### src/rtl/demux8_pkg.sv
// demux8_pkg: shared constants, word/state types for the 1-to-8 demultiplexer
package demux8_pkg;
    localparam int DW  = 32;
    localparam int NCH = 8;
    localparam int CW  = 16;
    typedef struct packed {
        logic [2:0]    sel;
        logic [DW-1:0] data;
    } dmx_word_t;
    typedef enum logic [1:0] {EMPTY, BUSY, FULL} dmx_state_t;
endpackage

### src/rtl/demux8_onehot.sv
// demux8_onehot: 3-bit channel select to 8-bit one-hot decode (combinational)
//  sel    in  3    channel index 0..7
//  onehot out NCH  single bit set at position sel
module demux8_onehot
    import demux8_pkg::*;
(
    input  logic [2:0]     sel,
    output logic [NCH-1:0] onehot
);
    assign onehot = NCH'(1) << sel;
endmodule

### src/rtl/demux8_pipe.sv
// demux8_pipe: registered 1-to-8 demux with 2-entry skid buffer over valid/ready
//  clk       in   1       clock, rising edge
//  rst_n     in   1       asynchronous reset, active low
//  in_valid  in   1       upstream word valid
//  in_ready  out  1       upstream may transfer (registered)
//  in_data   in   DW      word
//  in_sel    in   3       destination channel
//  out_valid out  NCH     one-hot channel valid
//  out_ready in   NCH     per-channel accept (only the selected bit is used)
//  out_data  out  DW      shared data bus
//  out_cnt   out  NCH*CW  per-channel accepted-word counters when DEMUX8_STATS_EN
//                         is defined, otherwise tied to 0
module demux8_pipe #(
    parameter int CW = demux8_pkg::CW
) (
    input  logic                          clk,
    input  logic                          rst_n,
    input  logic                          in_valid,
    output logic                          in_ready,
    input  logic [demux8_pkg::DW-1:0]     in_data,
    input  logic [2:0]                    in_sel,
    output logic [demux8_pkg::NCH-1:0]    out_valid,
    input  logic [demux8_pkg::NCH-1:0]    out_ready,
    output logic [demux8_pkg::DW-1:0]     out_data,
    output logic [demux8_pkg::NCH*CW-1:0] out_cnt
);
    import demux8_pkg::*;
    dmx_state_t     state, state_nx;
    dmx_word_t      main_q, skid_q;
    logic [NCH-1:0] sel_oh;
    logic           in_x, out_x;
    demux8_onehot u_onehot (.sel(main_q.sel), .onehot(sel_oh));
    assign in_x      = in_valid & in_ready;
    assign out_x     = (state != EMPTY) & out_ready[main_q.sel];
    assign out_valid = (state != EMPTY) ? sel_oh : '0;
    assign out_data  = main_q.data;
    always_comb begin
        state_nx = state;
        if (state == EMPTY)
            state_nx = in_x ? BUSY : EMPTY;
        else if (state == BUSY)
            state_nx = (in_x & ~out_x) ? FULL : (~in_x & out_x) ? EMPTY : BUSY;
        else
            state_nx = out_x ? BUSY : FULL;
    end
    always_ff @(posedge clk or negedge rst_n) begin
        if (!rst_n) begin
            state    <= EMPTY;
            in_ready <= 1'b1;
            main_q   <= '0;
            skid_q   <= '0;
        end else begin
            state    <= state_nx;
            in_ready <= (state_nx != FULL);
            // in_x never occurs in FULL, so input loads main when it is empty or draining
            if (in_x & ((state == EMPTY) | out_x))
                main_q <= '{sel: in_sel, data: in_data};
            else if ((state == FULL) & out_x)
                main_q <= skid_q;
            if (in_x & (state == BUSY) & ~out_x)
                skid_q <= '{sel: in_sel, data: in_data};
        end
    end
`ifdef DEMUX8_STATS_EN
    logic [CW-1:0] cnt_q [NCH];
    always_ff @(posedge clk or negedge rst_n) begin
        if (!rst_n) begin
            for (int i = 0; i < NCH; i++) cnt_q[i] <= '0;
        end else begin
            for (int i = 0; i < NCH; i++)
                if (out_x && (main_q.sel == 3'(i))) cnt_q[i] <= cnt_q[i] + CW'(1);
        end
    end
    always_comb begin
        out_cnt = '0;
        for (int i = 0; i < NCH; i++) out_cnt[i*CW +: CW] = cnt_q[i];
    end
`else
    assign out_cnt = '0;
`endif
endmodule

### config.mk
export PLATFORM = sky130hd
export DESIGN_NAME = demux8_pipe
export DESIGN_NICKNAME = d
export VERILOG_FILES = /design/src/rtl/demux8_pkg.sv /design/src/rtl/demux8_onehot.sv /design/src/rtl/demux8_pipe.sv
export SDC_FILE = /design/constraint.sdc
export NUM_CORES = 1
export LEC_CHECK = 0
export ABC_AREA = 1
export CAP_MARGIN = 20
export CORE_MARGIN = 3
export CORE_UTILIZATION = 43
export DETAILED_ROUTE_END_ITERATION = 6
export PLACE_DENSITY = 0.84
export SLEW_MARGIN = 20
export SYNTH_ARGS = -nofsm -noshare
export SYNTH_HDL_FRONTEND = slang
export SYNTH_SLANG_ARGS = --single-unit
export TNS_END_PERCENT = 50
### constraint.sdc
create_clock -name clk -period 2.4 [get_ports clk]
set_input_delay 0.48 -clock clk [delete_from_list [all_inputs] [get_ports clk]]
set_output_delay 0.48 -clock clk [all_outputs]
set_load 0.05 [all_outputs]
# Word level (Yosys, flattened, before mapping)
# Index checks and enable logic that the tools add are counted.
[totals] reg_bits=73 inputBits=46 output_inout_bits=169 word_cells=36
[classes] n_lt_le_gt_ge=1 eq_ne=3 shift=1 muxes=11 bitwise=11 reduce_logical=3
[ops] operator="$mux W35" n=2
[ops] operator="$and A1 B1 Y1" n=8
[ops] operator="$mux W2" n=4
[ops] operator="$mux W8" n=1
[ops] operator="$shl A1 B3 Y8 const A" n=1
[ops] operator="$lt A3 B4 Y1 const B" n=1
[ops] operator="$reduce_bool A2 Y1" n=2
[ops] operator="$bmux W1 S3" n=1
[ops] operator="$mux W1" n=3
[ops] operator="$eq A2 B1 Y1 const B" n=1
[ops] operator="$eq A2 B2 Y1 const B" n=1
[ops] operator="$logic_not A2 Y1" n=1
[ops] operator="$ne A2 B2 Y1 const B" n=1
[ops] operator="$not A1 Y1" n=2
[ops] operator="$or A1 B1 Y1" n=1

# Logic depth before layout (Yosys ltp)
[logic_depth] ltp_word=9 ltp_mapped=14

# Modules after synthesis
# From an unflattened synthesis, not the netlist that was laid out.
[hier_totals] cells_unflattened=660 area_unflattened_um2=4968.5
[by_module_without_submodules] mod="demux8_pipe" n_inst=1 cells_each=645 area_per_inst_um2=4912.2 seq_area_each_um2=1828.0
[by_module_without_submodules] mod="demux8_onehot" n_inst=1 cells_each=15 area_per_inst_um2=56.3 seq_area_each_um2=0.0

# Least setup slack after synthesis
# Ideal clock, no wire load.
[synth_path] path_kind="register to register" from="register in_ready" to="register state[0]" setup_ns=0.119 arrival_ns=1.967 required_time_ns=2.281 path_slack_ns=0.313 stages_incl_launch_ff=10 path_buffers=2 period_less_slack_ns=2.087 path_cell_list="dfstp_2 > nand2_1 > inv_1 > buf_2 > buf_1 > ha_1 > nand3_1 > nand2_1 > inv_1 > nand2_1"
[synth_between] elab_chain_len=7
[synth_rtl] element="start: declaration" line="demux8_pipe.sv:19" text="output logic in_ready,"
[synth_rtl] element="start signal: assignment" line="demux8_pipe.sv:54" text="in_ready <= (state_nx != FULL);"
[synth_rtl] element="$and A1 B1 Y1 *" line="demux8_pipe.sv:33" text="assign in_x = in_valid & in_ready;"
[synth_rtl] element="$not A1 Y1" line="demux8_pipe.sv:42" text="state_nx = (in_x & ~out_x) ? FULL : (~in_x & out_x) ? EMPTY : BUSY;"
[synth_rtl] element="$and A1 B1 Y1" line="demux8_pipe.sv:42"
[synth_rtl] element="$mux W1" line="demux8_pipe.sv:42"
[synth_rtl] element="$mux W2" line="demux8_pipe.sv:42"
[synth_rtl] element="$mux W2" line="demux8_pipe.sv:41" text="else if (state == BUSY)"
[synth_rtl] element="$mux W2 *" line="demux8_pipe.sv:39" text="if (state == EMPTY)"
[synth_rtl] element="net state_nx[0]" line="demux8_pipe.sv:28" text="dmx_state_t state, state_nx;"
[synth_rtl] element="end signal: assignment" line="demux8_pipe.sv:53" text="state <= state_nx;"
[synth_rtl] element="end: declaration" line="demux8_pipe.sv:28"
# Mark *: on every way through the listed nets, which the timed path passes. The rest lies on a longest branch.
# A chain may end at the register's enable or synchronous reset.

# Final worst setup path
[layout_path] from="register in_ready" to="output in_ready"
# No word-level cell between the ends.

==> results_dict.tcl <==
set metrics [dict create \
    rrSetupSlack_ns 0.59 \
    drive_above_1_share_pct 7.39 \
    multi_input_area_sq_mm 0.00201 \
    clockBufferDepth 2 \
    pwr-share-seq_pct 27.9 \
    hold_viol 0 \
    dr.pass1.iters 4 \
    worstPathCellList "clkdlybuf4s50_1" \
    report.final.slew_viol_count 0 \
    worst_slew_pin_slew_ns 0.535 \
    critPathMaxStageDelay_ns 0.81 \
    netlist_area_sq_mm 0.00489 \
    antenna_found_initial 0 \
    ant_nets 0 \
    clk_pin_slew_worst_paths_ns 0.06 \
    start_util_pct 44.6 \
    grt_pass1_wl_um 16300 \
    fp.dieW_um 113 \
    clkLatencyLatePin_ns 0.32 \
    cts.sinks 73 \
    fmaxAchievable_mhz 467 \
    cp-start-kind "flop" \
    synth_area_leaders "dfrtp_1 (37%), buf_4 (25%), nand2_1 (13%)" \
    htree_num_levels 3 \
    stdcell_area_sq_mm 0.00543 \
    synthSimpleGateAreaFrac_pct 27.1 \
    cp_slowest_cell "clkdlybuf4s50_1" \
    period_needed_ns 2.14 \
    cts_buffers 9 \
    critical_path_class "flop to primary output" \
    power_density_mw_per_mm2 1360 \
    place.port_buffers 86 \
    antennaDiodeCount 0 \
    leakagePower_uw 0.00298 \
    swShare_pct 49.2 \
    fp-row-count 38 \
    ys_types 24 \
    final.setup.tns_ns 0 \
    fillers 1085 \
    yosys.area.top_type_share_pct 36.8 \
    fp.coreArea_sq_mm 0.0110 \
    cts_setup_buffers 0 \
    comb_power_share_pct 54.6 \
    worstSetupEndpointType "primary output" \
    wl_per_cell_um 12.2 \
    grt_usage_pct 15.5 \
    drt_iter0_drc 210 \
    muxShareOfSynthArea_pct 0 \
    synth_top_family_by_area "buffers and inverters" \
    status "complete, no violations" \
    clock_power_share_pct 17.5 \
    cts_hold_buffers 0 \
    rsz0062_at_grt "false" \
    synth_top_area_cell "dfrtp_1" \
    die_h_um 113 \
    routed_wl_um 10100 \
    max_cap_viol_count 0 \
    grt_pass1_vias 3306 \
    skew_ns 0.00668 \
    area_delta_synth_final_pct 10.9 \
    ys_warn_count 0 \
    ir_drop_mv 0.616 \
    slew-limit-headroom_pct 64.2 \
    final_cells 830 \
    dp_cells 815 \
    critPathRequiredTime_ns 1.92 \
    hold_slack_ns 0.132 \
    via_per_inst 4.31 \
    utilization_pct 49.4 \
    gp_congestion 0.751 \
    io-pin-count 215 \
    synthAdderAreaFrac_pct 0.256 \
    switching_power_uw 3630 \
    gr-total-overflow 0 \
    cts_tree "built" \
    ys_seq_area_share_pct 37.4 \
    syn_avg_cell_area_sq_um 7.66 \
    nNetsFinal 733 \
    drc 0 \
    arrival_ns 1.66 \
    register_area_sq_mm 0.00183 \
    cp_max_fo 2 \
    place_hpwl_um 7110 \
    path_delay_family "buffers and inverters" \
    die_area_sq_mm 0.0127 \
    crit_buf_inv 1 \
    hold_path_class "input port to async pin" \
    fin_crit_sh_pct 89.2 \
    ctsRootBufferMaster "clkbuf_16" \
    final_common_cell "nand2_1" \
    setup_violations 0 \
    synthXorXnorAreaFrac_pct 0 \
    synth_compound_area_share_pct 3.73 \
    synth-seq-cells 73 \
    vias 3578 \
    final_cell_mix "nand2_1 (167), conb_1 (128), nand3_1 (107), clkdlybuf4s50_1 (77), dfrtp_1 (72)" \
    grt_max_degree 71 \
    post_dp_cell_area_sq_mm 0.00514 \
    ctsResizeCount 0 \
    intPower_uw 3760 \
    postSynthCellCount 639 \
]
kinds of logic (layout without fill, tap and decap cells):
family	count (synthesis)	in the layout
other	1	128
buffers and inverters	234	158
adders and majority gates	1	1
AOI/OAI and AO/OA	36	36
DFF	73	73
and+or+nand+nor	294	294
metrics by stage:
| stage | worst slack, ns | total power (uW) |
|---|---|---|
| 6_report | 0.259 | 7390 |
| 4_1_cts | 0.232 | 7460 |
| 2_1_floorplan | 0.313 | 5590 |
| 3_3_place_gp | 0.239 | 6060 |
| 3_5_place_dp | 0.224 | 6140 |
| 5_1_grt | 0.219 | 7940 |
power groups by stage:
stage | Combinational (uW) | Sequential, uW | Clock [uW]
2_1_floorplan | 3580 | 2010 | 0
3_3_place_gp | 3990 | 2070 | 0
3_5_place_dp | 4060 | 2080 | 0
4_1_cts | 4080 | 2060 | 1320
5_1_grt | 4420 | 2130 | 1380
6_report | 4030 | 2060 | 1290
state kept, by name (all words and copies together), names as in the netlist:
signal	flops
out_data	32
main_q	3
state	2
in_ready	1
skid_q	35
metal layers:
| layer | vias to the layer above | part of all wire (%) | wire (um) | GRT usage [%] |
|---|---|---|---|---|
| met5 | - | 0 | 0 | 0 |
| met4 | 0 | 0.85 | 86 | 3.29 |
| met3 | 8 | 6.5 | 661 | 3.18 |
| met2 | 129 | 51 | 5200 | 27.4 |
| met1 | 1628 | 41 | 4160 | 19.5 |
| li1 | 1813 | - | - | - |
path summary, 6_finish.rpt:
check / start / endpoint / depth (start not counted)
worst min-delay path: rst_n / out_data[22] / 1
min in group clk: skid_q[26] / skid_q[26] / 2
max in group asynchronous: rst_n / in_ready / 2
worst max-delay path: in_ready / in_ready / 1
worst max register to register: main_q[32] / out_data[7] / 11
worst min register to register: skid_q[26] / skid_q[26] / 2
layout make-up:
cell class                 instances  area share, %
clock inverter                     6           1.11
sequential                        73           33.7
timing repair buffer              99           17.7
tap                              140           3.23
clock buffer                       9           4.15
inverter                          44           3.09
multi-input combinational        459           37.0
synthesized netlist by cell type:
cell / instances
nand2_1: 167
buf_4: 160
nand3_1: 107
dfrtp_1: 72
inv_1: 42
o21ai_1: 35
buf_2: 20
nor2_1: 10
nand2_4: 4
buf_1: 3
buf_6: 3
clkbuf_1: 3
nand3_2: 2
buf_8: 1
conb_1: 1
dfstp_2: 1
ha_1: 1
inv_2: 1
inv_4: 1
nand2_8: 1
nand3_4: 1
nand4_2: 1
nor2_4: 1
o211ai_1: 1
No activity file was read; power rests on OpenSTA's default activity.
